[src/rtl/answer_serializer.sv]
// Turns a 32-bit calculator result into keypad digit tokens, most significant digit first.
// An optional leading minus token precedes negative values when SIGNED is set.
module answer_serializer #(
    parameter bit         SIGNED      = 1'b1,
    parameter logic [3:0] MINUS_TOKEN = 4'hB
) (
    input  logic        clk,
    input  logic        reset,
    input  logic        start,
    input  logic [31:0] number,
    input  logic        token_ready,
    output logic [3:0]  token,
    output logic        token_valid,
    output logic        busy,
    output logic        done
);

    typedef enum logic [2:0] {IDLE, DIVIDE, EMIT_SIGN, EMIT, FINISH} state_t;

    state_t      state_q;
    logic [31:0] mag_q;
    logic [3:0]  rem_q;
    logic [4:0]  bitCount_q;
    logic [3:0]  digitStore_q [10];
    logic [3:0]  digitCount_q;
    logic        negative_q;
    logic [3:0]  token_q;
    logic        tokenValid_q;
    logic        busy_q;
    logic        done_q;

    logic [4:0]  trial_d;
    logic        quotBit_d;
    logic [3:0]  rem_d;
    logic [31:0] mag_d;
    logic [3:0]  topDigit_d;
    logic [3:0]  nextDigit_d;

    // One restoring-division step: the quotient bit shifts into the magnitude
    // register, so after 32 steps it holds the quotient and rem_q the remainder.
    always_comb begin
        trial_d     = {rem_q, mag_q[31]};
        quotBit_d   = (trial_d >= 5'd10);
        rem_d       = quotBit_d ? 4'(trial_d - 5'd10) : trial_d[3:0];
        mag_d       = {mag_q[30:0], quotBit_d};
        topDigit_d  = digitStore_q[digitCount_q - 4'd1];
        nextDigit_d = digitStore_q[digitCount_q - 4'd2];
    end

    always_ff @(posedge clk) begin
        if (reset) begin
            state_q      <= IDLE;
            mag_q        <= '0;
            rem_q        <= '0;
            bitCount_q   <= '0;
            digitStore_q <= '{default: '0};
            digitCount_q <= '0;
            negative_q   <= 1'b0;
            token_q      <= '0;
            tokenValid_q <= 1'b0;
            busy_q       <= 1'b0;
            done_q       <= 1'b0;
        end else begin
            case (state_q)
                IDLE: begin
                    if (start) begin
                        negative_q   <= SIGNED && number[31];
                        mag_q        <= (SIGNED && number[31]) ? 32'd0 - number : number;
                        rem_q        <= '0;
                        bitCount_q   <= '0;
                        digitCount_q <= '0;
                        busy_q       <= 1'b1;
                        state_q      <= DIVIDE;
                    end
                end
                DIVIDE: begin
                    mag_q      <= mag_d;
                    rem_q      <= rem_d;
                    bitCount_q <= bitCount_q + 5'd1;
                    if (bitCount_q == 5'd31) begin
                        // A digit is complete; the last one pushed is the MSD,
                        // so it can be presented directly when the quotient hits 0.
                        digitStore_q[digitCount_q] <= rem_d;
                        digitCount_q               <= digitCount_q + 4'd1;
                        rem_q                      <= '0;
                        if (mag_d == 32'd0) begin
                            tokenValid_q <= 1'b1;
                            if (negative_q) begin
                                token_q <= MINUS_TOKEN;
                                state_q <= EMIT_SIGN;
                            end else begin
                                token_q <= rem_d;
                                state_q <= EMIT;
                            end
                        end
                    end
                end
                EMIT_SIGN: begin
                    if (token_ready) begin
                        token_q <= topDigit_d;
                        state_q <= EMIT;
                    end
                end
                EMIT: begin
                    if (token_ready) begin
                        digitCount_q <= digitCount_q - 4'd1;
                        if (digitCount_q == 4'd1) begin
                            token_q      <= '0;
                            tokenValid_q <= 1'b0;
                            busy_q       <= 1'b0;
                            done_q       <= 1'b1;
                            state_q      <= FINISH;
                        end else begin
                            token_q <= nextDigit_d;
                        end
                    end
                end
                FINISH: begin
                    done_q  <= 1'b0;
                    state_q <= IDLE;
                end
                default: state_q <= IDLE;
            endcase
        end
    end

    assign token       = token_q;
    assign token_valid = tokenValid_q;
    assign busy        = busy_q;
    assign done        = done_q;

endmodule
[config.mk]
export PLATFORM = sky130hd
export DESIGN_NAME = answer_serializer
export DESIGN_NICKNAME = d
export VERILOG_FILES = /design/src/rtl/answer_serializer.sv
export SDC_FILE = /design/constraint.sdc
export NUM_CORES = 1
export LEC_CHECK = 0
export CAP_MARGIN = 0
export CORE_UTILIZATION = 45
export CTS_BUF_LIST = sky130_fd_sc_hd__clkbuf_2
export DETAILED_ROUTE_END_ITERATION = 10
export PLACE_DENSITY = 0.65
export REMOVE_ABC_BUFFERS = 1
export SLEW_MARGIN = 15
export SYNTH_ARGS = -nofsm -noshare
export SYNTH_HDL_FRONTEND = slang
export SYNTH_SLANG_ARGS = --single-unit
[constraint.sdc]
create_clock -name clk -period 2.4 [get_ports clk]
set_input_delay 0.48 -clock clk [delete_from_list [all_inputs] [get_ports clk]]
set_output_delay 0.48 -clock clk [all_outputs]
set_load 0.005 [all_outputs]
==> key figures, run 1 <==
Floorplanning
  • Vert. Die Dim: 114 µm
  • Ports: 43
  • DIE WIDTH: 114 µm
  • Initial core utilization: 46.8%
  • # rows: 40
  • Core box area: 12,200 µm²
  • DIE AREA: 13,100 µm²

Synth
  • Area of the mapped netlist: 5690 µm²
  • Post-synth EDFFs: 0
  • Synth warn: 0
  • Count leader, synth: dfxtp_1
  • List of most frequent post-synthesis cells: dfxtp_1, nor2_1, nand2_1, a21oi_1, o21ai_0
  • Ys flop type: dfxtp_1
  • Yosys top cell by area: dfxtp_1
  • FFs w/ async S/R, synth: 0%
  • Cell variety after synth: 64
  • Synth Register Bits: 96
  • Top-area cell type share of the netlist area: 33.8%
  • Syn_area_per_cell: 8.41 µm²
  • Top cells by area, synth: dfxtp_1, mux2i_1, a21oi_1
  • Post-Syn Instances: 676
  • Share of the yosys chip area belonging to registers: 33.8%

Run status
  • Status: completed

Routing
  • Total number of vias: 5,552
  • First-pass iteration count of the detailed router: 5
  • DR DRC count: 0
  • DR WL/cell: 16.7 µm
  • DRT iter0 DRCs: 556
  • Average vias per placed instance: 5.96
  • ANT nets after route: 0
  • Final WL: 15,600 µm

Clocking
  • CTS Sinks: 96
  • Latest clock arrival within the worst-skew pair: 0.57 ns
  • Cts hold-fix bufs: 0
  • Reg clk slew, reported paths: 0.24 ns
  • H-Tree Depth: 3
  • Cell at the root of the clock tree: clkbuf_2
  • CTS tree: yes
  • Num CTS Buffers: 9
  • CTS Buffer Depth: 2

Critical path
  • CP Launch Type: flop
  • Critical path startpoint: state_q[1]
  • CP Capture Type: flop
  • Worst Path Required: 2.89 ns
  • Worst Path Buf+Inv: 0
  • Worst EP arrival: 2.73 ns
  • Worst r2r src: state_q[1]
  • R2R Setup Slk: 0.16 ns
  • Reg-to-reg endpoint: digitStore_q[17]
  • Worst reg2reg path depth: 5
  • Slowest CP cell: or3_2
  • Crit. path cell count: 5
  • Crit Path Class: reg2reg
  • Critical Path Fanout Max: 16
  • CP peak stage delay: 0.68 ns
  • Crit path max-delay family: simple AND/OR/NAND/NOR gates
  • CP cell instances: or3b_1 > or3_2 > nor2_4 > nor2_1 > a211oi_1
  • Worst Setup EP: digitStore_q[17]

STA
  • Worst Skew: 0.0192 ns
  • Min cycle time layout: 2.24 ns
  • Fmax: 446 MHz
  • Final Cycle Share: 93.3%
  • Setup tns final: 0 ns
  • RSZ-0062 raised after global routing: no
  • Max-slew violation count: 0
  • Worst rel slew slack: 44.9%
  • Worst-Margin Slew: 0.826 ns
  • Final hold violations: 0
  • Final count of negative-setup-slack endpoints: 0
  • Final WS setup: 0.160 ns

Place
  • Routability Congestion: 0.957
  • Post-place setup slack: -0.407 ns
  • IO buf count: 42
  • Hpwl dp: 11,600 µm
  • DP Area: 6690 µm²

Power and ir drop
  • Maximum vdd drop: 0.257 mV
  • P_leak: 2.23 nW
  • Power, Total: 4.51 mW
  • Power density over the cells: 663 nW/µm²

Final layout
  • Final design utilization: 55.9%
  • Final Cell Area: 6790 µm²
  • Area Overhead vs Synth: 19.5%
  • Share of cells above drive strength 1: 16.1%
  • Nets: 807

Flow run
  • Max-cap viol count: 0

GRT
  • GRT busiest layer: met2
  • First-pass GRT wire length: 25,900 µm
  • GRT met2 Usage: 40.2%
  • Global-route met3 utilization: 3.34%
  • Initial antenna violation count: 1
  • Met1 usage: 34.0%
  • Largest net degree at the start of global routing: 38
  • GRT Util Overall: 25.1%
  • Number of global-route vias before repair: 5,298
  • Gr ovfl total: 0

Min path
  • Worst min path class: in2reg
## per-layer routing
metal	vias to the layer above	routed length, µm
met1	2630	7200
met4	0	356
li1	2706	-
met2	184	7110
met3	32	908
met5	-	0
## registers in the layout, summed over array words and instances, names as in the netlist
signal	flops
bitCount_q	5
rem_q	4
mag_q	32
state_q	3
token_valid	1
digitStore_q	40
token	4
negative_q	1
digitCount_q	4
done	1
busy	1
## worst min-delay path, cell delays in order
cell and delay [ns]:
buf_2 0.13, inv_1 0.11, o21ai_0 0.10, nor2_1 0.04
## how the worst min path moves through the flow
stage                           from               end  slack, ns  depth (start not counted)
finish                         reset         mag_q[31]       0.30                          4
global route                   reset         mag_q[31]       0.32                          4
CTS                            reset         mag_q[31]       0.27                          4
detailed placement  digitStore_q[32]  digitStore_q[32]       0.48                          2
global placement            mag_q[2]          mag_q[2]       0.47                          2
floorplan                   mag_q[2]          mag_q[2]       0.44                          2
## placed cells by master (no fill, tap or decap), drive strengths merged, types with 5 or more instances in the layout
master	count
dfxtp	96
buf	78
nor2	68
nand2	54
a21oi	49
clkdlybuf4s50	41
o21ai	38
mux2i	33
a22oi	29
o22ai	25
or3	21
nor3	19
xor2	18
inv	14
nor4	13
ha	12
a211oi	11
a31oi	11
clkbuf	11
xnor2	10
nand3	10
mux4	9
o41ai	9
o31ai	8
nand2b	7
nand4	6
mux2	5
a22o	5
## cell families after synthesis
family	after synthesis	synth area share [%]
DFF	96	33.8
AOI/OAI and AO/OA	209	24.0
and+or+nand+nor	222	20.2
adders and majority gates	12	2.64
buffers and inverters	62	4.71
xor gates and xnor gates	28	4.31
muxes	47	10.4
## final cells by class
| cell class | instances | area [µm²] |
|---|---|---|
| Antenna cell | 1 | 2.50 |
| Clock buffer | 11 | 55.1 |
| Clock inverter | 4 | 46.3 |
| Fill cell | 1135 | 5370 |
| Inverter | 15 | 56.3 |
| Multi-Input combinational cell | 518 | 3510 |
| Sequential cell | 96 | 1920 |
| Tap cell | 168 | 210 |
| Timing Repair Buffer | 119 | 993 |
## metrics by stage
step | std cells | hold WS [ns]
3_5_place_dp | 916 | 0.481
5_1_grt | 932 | 0.323
4_1_cts | 931 | 0.268
3_3_place_gp | 916 | 0.467
6_report | 932 | 0.303
2_1_floorplan | 629 | 0.444
## power by group
part	internal (mW)	switching [mW]	total, mW
Sequential	1.79	0.172	1.96
Clock	0.238	0.528	0.766
Combinational	0.740	1.04	1.78
Total	2.77	1.74	4.51
## repair_timing
item,CTS,global route
endpoints found under the setup margin,0,2
resized for setup,0,1
setup buffers,0,0
No activity file was read; power rests on OpenSTA's default activity.
==> run 2, diff against run 1 <==
--- a/config.mk
+++ b/config.mk
@@ -9,6 +9,7 @@
 export CORE_UTILIZATION = 45
 export CTS_BUF_LIST = sky130_fd_sc_hd__clkbuf_2
 export DETAILED_ROUTE_END_ITERATION = 10
+export MAX_ROUTING_LAYER = met4
 export PLACE_DENSITY = 0.65
 export REMOVE_ABC_BUFFERS = 1
 export SLEW_MARGIN = 15
==> run 2 against run 1 <==
  * Clock-buffer cell count is 1 lower
  * Sequential power barely moved
  * Final area shrank 0.44%
  * Wire length is 1.8% lower
  * Register-to-register slack is essentially flat
  * Global-route usage up 0.10 points
  * Utilization fell by 0.25 points
  * Worst hold slack worse by 0.080 ns
  * Combinational power hardly changed
  * Cell count decreased by 0.32%
  * Critical path depth increased by 1
  * Largest cell class unchanged
==> key figures, run 2 (synthesized netlist as in run 1, its figures left out) <==
Run status
  • Status: completed (unchanged)

Clocking
  • CTS Sinks: 96 (unchanged)
  • Latest clock arrival within the worst-skew pair: 0.58 ns (was 0.57 ns)
  • Cell at the root of the clock tree: clkbuf_2 (unchanged)
  • H-Tree Depth: 3 (unchanged)
  • Reg clk slew, reported paths: 0.27 ns (was 0.24 ns)
  • CTS tree: yes (unchanged)
  • Num CTS Buffers: 9 (unchanged)
  • CTS Buffer Depth: 2 (unchanged)

Critical path
  • Worst EP arrival: 2.75 ns (was 2.73 ns)
  • Worst Path Required: 2.92 ns (was 2.89 ns)
  • Reg-to-reg endpoint: token[1] (was digitStore_q[17])
  • Worst reg2reg path depth: 6 (was 5)
  • Worst r2r src: digitCount_q[0] (was state_q[1])
  • R2R Setup Slk: 0.17 ns (was 0.16 ns)
  • Critical Path Fanout Max: 10 (was 16)
  • CP Capture Type: flop (unchanged)
  • CP Launch Type: flop (unchanged)
  • Critical path startpoint: digitCount_q[0] (was state_q[1])
  • Crit Path Class: reg2reg (unchanged)

Power and ir drop
  • Maximum vdd drop: 0.347 mV (was 0.257 mV)
  • P_leak: 2.21 nW (was 2.23 nW)
  • Power density over the cells: 655 nW/µm² (was 663 nW/µm²)
  • Power, Total: 4.43 mW (was 4.51 mW)

Routing
  • Average vias per placed instance: 5.97 (was 5.96)
  • DR DRC count: 0 (unchanged)
  • DRT iter0 DRCs: 440 (was 556)
  • First-pass iteration count of the detailed router: 5 (unchanged)
  • ANT nets after route: 0 (unchanged)
  • Final WL: 15,300 µm (was 15,600 µm)
  • DR WL/cell: 16.5 µm (was 16.7 µm)
  • Total number of vias: 5,542 (was 5,552)

Final layout
  • Area Overhead vs Synth: 18.9% (was 19.5%)
  • Top Registers: digitStore_q (40), mag_q (32), bitCount_q (5) (unchanged)
  • Commonest non-fill, non-tap cell in the layout: dfxtp_1 (unchanged)
  • Register with the highest flop count: digitStore_q (unchanged)
  • Commonest cells after routing, fill and taps aside: dfxtp_1, buf_4, nor2_1 (unchanged)
  • Number of fill cells: 1,140 (was 1,135)
  • Nets: 803 (was 807)
  • Largest register FFs: 40 (unchanged)
  • Final Cell Area: 6760 µm² (was 6790 µm²)
  • Share of cells above drive strength 1: 15.7% (was 16.1%)

Floorplanning
  • Vert. Die Dim: 114 µm (unchanged)
  • DIE AREA: 13,100 µm² (unchanged)
  • Core box area: 12,200 µm² (unchanged)
  • Ports: 43 (unchanged)
  • Initial core utilization: 46.8% (unchanged)
  • # rows: 40 (unchanged)
  • DIE WIDTH: 114 µm (unchanged)

STA
  • Final count of negative-setup-slack endpoints: 0 (unchanged)
  • RSZ-0062 raised after global routing: no (unchanged)
  • Min cycle time layout: 2.23 ns (was 2.24 ns)
  • Worst hold slack: 0.223 ns (was 0.303 ns)
  • Worst Skew: 0.0299 ns (was 0.0192 ns)
  • Worst rel slew slack: 37.7% (was 44.9%)
  • Final Cycle Share: 93.0% (was 93.3%)
  • Final hold violations: 0 (unchanged)
  • Max-slew violation count: 0 (unchanged)
  • Setup tns final: 0 ns (unchanged)
  • Fmax: 448 MHz (was 446 MHz)
  • Final WS setup: 0.167 ns (was 0.160 ns)
  • Worst-Margin Slew: 0.934 ns (was 0.826 ns)

GRT
  • First-pass GRT wire length: 25,500 µm (was 25,900 µm)
  • Largest net degree at the start of global routing: 51 (was 38)
  • Initial antenna violation count: 1 (unchanged)
  • Gr ovfl total: 0 (unchanged)
  • Number of global-route vias before repair: 5,144 (was 5,298)
  • GRT Util Overall: 25.2% (was 25.1%)

Place
  • Post-place setup slack: -0.320 ns (was -0.407 ns)
  • Routability Congestion: 0.942 (was 0.957)
  • DP Area: 6670 µm² (was 6690 µm²)
  • Hpwl dp: 11,300 µm (was 11,600 µm)
  • IO buf count: 42 (unchanged)

Min path
  • Hold path depth: 2 (was 4)
  • Hold endpoint: rem_q[1] (was mag_q[31])
  • HP Start: reset (unchanged)
  • Worst min path class: in2reg (unchanged)

Flow run
  • Max-cap viol count: 0 (unchanged)
-- run 2: worst max-delay path by stage --
stage / cells after the start / endpoint / slack [ns]
CTS: 5 / digitStore_q[9] / 0.10
global placement: 9 / mag_q[22] / -0.22
detailed placement: 9 / mag_q[22] / -0.32
finish: 6 / token[1] / 0.17
floorplan: 5 / mag_q[23] / -1.02
global route: 8 / digitStore_q[4] / 0.05
-- run 2: repair_timing --
action / CTS / global route
setup buffers: 0 / 0
gates resized for setup: 0 / 2
hold buffers: 0 / 0
setup endpoints to repair: 0 / 4
-- run 2: routing by layer --
metal / wire (µm) / track usage (%)
met2: 7060 / 39.2
met4: 223 / 6.49
met5: 0 / -
met3: 938 / 4.34
met1: 7070 / 33.9
-- run 2: area by class of cell --
| class | count | area, µm² | area share [%] |
|---|---|---|---|
| Sequential cell | 96 | 1920 | 28.4 |
| Tap cell | 168 | 210 | 3.11 |
| Clock inverter | 6 | 35.0 | 0.518 |
| Clock buffer | 10 | 50.0 | 0.740 |
| Inverter | 15 | 56.3 | 0.832 |
| Antenna cell | 1 | 2.50 | 0.0370 |
| Timing Repair Buffer | 115 | 976 | 14.4 |
| Multi-Input combinational cell | 518 | 3510 | 51.9 |
-- run 2: critical path: stages (launching register included) --
cell and delay [ns]:
dfxtp_2 0.42, inv_1 0.11, ha_1 0.61, nand3_1 0.24, o22a_1 0.24, o32a_1 0.31
a311oi_1 0.25
-- run 2: metrics by stage --
| step | util [%] | std cells |
|---|---|---|
| 2_1_floorplan | - | 629 |
| 3_3_place_gp | 54.9 | 912 |
| 3_5_place_dp | 54.9 | 912 |
| 4_1_cts | 55.6 | 928 |
| 5_1_grt | 55.6 | 929 |
| 6_report | 55.6 | 929 |
-- run 2: power breakdown --
group	switching, mW	leakage, nW	internal (mW)
clock network	0.565	0.0611	0.137
logic	1.03	1.37	0.728
registers	0.183	0.780	1.79
total	1.77	2.21	2.66
==> run 3, diff against run 2 <==
--- a/config.mk
+++ b/config.mk
@@ -9,6 +9,7 @@
 export CORE_UTILIZATION = 45
 export CTS_BUF_LIST = sky130_fd_sc_hd__clkbuf_2
 export DETAILED_ROUTE_END_ITERATION = 10
+export GPL_ROUTABILITY_DRIVEN = 0
 export MAX_ROUTING_LAYER = met4
 export PLACE_DENSITY = 0.65
 export REMOVE_ABC_BUFFERS = 1
==> run 3 against run 2 <==
  * Critical path depth fell by 1
  * Final area rose by 0.44%
  * Global-route usage rose by 0.65 points
  * Critical endpoint is now digitStore_q[17]
  * Cell count rose by 0.32%
  * Combinational power barely moved
  * Sequential power barely moved
  * Register-to-register slack barely moved
  * Via count rose by 0.49%
==> key figures, run 3 (synthesized netlist as in run 1, its figures left out) <==
Run status
  • Status: completed (unchanged)

STA
  • Final count of negative-setup-slack endpoints: 0 (unchanged)
  • Worst-Margin Slew: 0.817 ns (was 0.934 ns)
  • RSZ-0062 raised after global routing: no (unchanged)
  • Max-slew violation count: 0 (unchanged)
  • Final Cycle Share: 93.0% (about the same)
  • Final hold violations: 0 (unchanged)
  • Fmax: 448 MHz (about the same)
  • Min cycle time layout: 2.23 ns (about the same)
  • Worst rel slew slack: 45.5% (was 37.7%)
  • Worst Skew: 0.0185 ns (was 0.0299 ns)

Clocking
  • Num CTS Buffers: 9 (unchanged)
  • CTS tree: yes (unchanged)
  • Cts hold-fix bufs: 0 (unchanged)
  • CTS Sinks: 96 (unchanged)
  • Cell at the root of the clock tree: clkbuf_2 (unchanged)
  • Latest clock arrival within the worst-skew pair: 0.59 ns (was 0.58 ns)
  • CTS Buffer Depth: 2 (unchanged)
  • Reg clk slew, reported paths: 0.24 ns (was 0.27 ns)
  • H-Tree Depth: 3 (unchanged)
  • Setup bufs post-CTS: 0 (unchanged)

Critical path
  • Crit Path Class: reg2reg (unchanged)
  • Worst EP arrival: 2.74 ns (was 2.75 ns)
  • CP peak stage delay: 0.68 ns (was 0.61 ns)
  • CP Capture Type: flop (unchanged)
  • CP cell instances: or3b_1 > or3_2 > nor2_4 > nor2_1 > a211oi_1 (was inv_1 > ha_1 > nand3_1 > o22a_1 > o32a_1 > a311oi_1)
  • Worst reg2reg path depth: 5 (was 6)
  • Worst Path Required: 2.91 ns (was 2.92 ns)
  • CP Launch Type: flop (unchanged)
  • Worst Path Buf+Inv: 0 (was 1)
  • Crit. path cell count: 5 (was 6)
  • Critical Path Fanout Max: 16 (was 10)
  • Slowest CP cell: or3_2 (was ha_1)
  • R2R Setup Slk: 0.17 ns (about the same)
  • Reg-to-reg endpoint: digitStore_q[17] (was token[1])
  • Crit path max-delay family: simple AND/OR/NAND/NOR gates (was compound AO/OA/AOI/OAI gates)
  • Worst r2r src: state_q[1] (was digitCount_q[0])

Final layout
  • Number of fill cells: 1,135 (was 1,140)
  • Multi-input gate area: 3510 µm² (about the same)
  • Commonest non-fill, non-tap cell in the layout: dfxtp_1 (unchanged)
  • Commonest cells after routing, fill and taps aside: dfxtp_1, buf_4, nor2_1 (unchanged)
  • Layout Cells excl Fill: 932 (was 929)
  • Largest register FFs: 40 (unchanged)
  • Top Registers: digitStore_q (40), mag_q (32), bitCount_q (5) (unchanged)
  • Register area: 1920 µm² (unchanged)
  • Area Overhead vs Synth: 19.5% (was 18.9%)
  • Nets: 807 (was 803)
  • Share of cells above drive strength 1: 16.1% (was 15.7%)
  • Register with the highest flop count: digitStore_q (unchanged)

Place
  • Hpwl dp: 11,600 µm (was 11,300 µm)
  • IO buf count: 42 (unchanged)
  • Placed cell count: 916 (was 912)

Power and ir drop
  • P_leak: 2.23 nW (was 2.21 nW)
  • Power density over the cells: 664 nW/µm² (was 655 nW/µm²)
  • Maximum vdd drop: 0.259 mV (was 0.347 mV)
  • Power, Total: 4.51 mW (was 4.43 mW)

Min path
  • Hold path depth: 4 (was 2)
  • Hold endpoint: mag_q[31] (was rem_q[1])
  • HP Start: reset (unchanged)
  • Worst min path class: in2reg (unchanged)

Routing
  • DR DRC count: 0 (unchanged)
  • Average vias per placed instance: 5.98 (was 5.97)
  • Max layer used: met4 (unchanged)
  • DRT iter0 DRCs: 513 (was 440)
  • Final WL: 15,500 µm (was 15,300 µm)
  • DRT met1 WL: 7150 µm (was 7070 µm)
  • DR WL/cell: 16.7 µm (was 16.5 µm)
  • First-pass iteration count of the detailed router: 6 (was 5)
  • Metal3 WL: 945 µm (was 938 µm)
  • DR WL met2: 7080 µm (was 7060 µm)
  • Total number of vias: 5,569 (was 5,542)
  • ANT nets after route: 0 (unchanged)

GRT
  • First-pass GRT wire length: 25,900 µm (was 25,500 µm)
  • Number of global-route vias before repair: 5,291 (was 5,144)
  • Gr ovfl total: 0 (unchanged)
  • GRT Util Overall: 25.8% (was 25.2%)
  • Largest net degree at the start of global routing: 38 (was 51)
  • Initial antenna violation count: 1 (unchanged)

Floorplanning
  • Ports: 43 (unchanged)
  • Core box area: 12,200 µm² (unchanged)
  • # rows: 40 (unchanged)
  • Vert. Die Dim: 114 µm (unchanged)
  • DIE WIDTH: 114 µm (unchanged)
  • DIE AREA: 13,100 µm² (unchanged)
  • Initial core utilization: 46.8% (unchanged)

Flow run
  • Max-cap viol count: 0 (unchanged)
-- run 3: cell count changes in the layout (fill, tap and decap cells not counted) --
cell        before  now
buf_4           72   77
clkbuf_2        10   11
clkinv_4         1    0
inv_6            1    0
bufinv_16        0    1
or3_2            0    1
clkinv_2         2    1
clkinv_1         3    2
clkinvlp_4       0    1
or3_4            1    0
buf_12           1    0
-- run 3: final cells by class --
type                            count  share of cell area (%)
Inverter                           15                   0.829
Timing Repair Buffer              119                    14.6
Multi-Input combinational cell    518                    51.6
Clock buffer                       11                   0.810
Tap cell                          168                    3.09
Antenna cell                        1                  0.0368
Sequential cell                    96                    28.3
Clock inverter                      4                   0.681
-- run 3: worst max-delay path by stage --
stage / slack, ns / startpoint / to
global route: 0.005 / digitCount_q[1] / token[1]
global placement: -0.23 / number[0] / mag_q[22]
floorplan: -1.02 / state_q[0] / mag_q[23]
finish: 0.17 / state_q[1] / digitStore_q[17]
detailed placement: -0.41 / number[0] / mag_q[22]
CTS: 0.15 / state_q[1] / digitStore_q[17]
-- run 3: routing by layer --
| layer | track usage [%] | vias to the layer above |
|---|---|---|
| met2 | 40.1 | 206 |
| met1 | 34.1 | 2624 |
| met5 | - | - |
| met4 | 10.5 | 0 |
| met3 | 3.28 | 30 |
| li1 | - | 2709 |
-- run 3: timing repair --
action                                  CTS  global route
hold endpoints to repair                  0             0
endpoints found under the setup margin    0             2
resized for setup                         0             1
-- run 3: worst register-to-register path, stage by stage (launching register included) --
cell	delay (ns)
dfxtp_1	0.47
or3b_1	0.55
or3_2	0.68
nor2_4	0.21
nor2_1	0.05
a211oi_1	0.19
-- run 3: metrics by stage --
step	hold slack [ns]	utilization (%)	area [µm²]	worst slack (ns)	setup TNS (ns)
after floorplan	0.444	-	5480	-1.02	-52.24
after global placement	0.467	55.0	6690	-0.228	-1.23
after detailed placement	0.481	55.0	6690	-0.407	-2.75
after CTS	0.268	55.8	6790	0.149	0
after global routing	0.323	55.9	6790	0.00451	0
final	0.298	55.9	6790	0.167	0
-- run 3: where the power goes --
group          switching, mW  internal (mW)
logic                   1.04          0.740
clock network          0.533          0.238
registers              0.172           1.79
total                   1.74           2.77
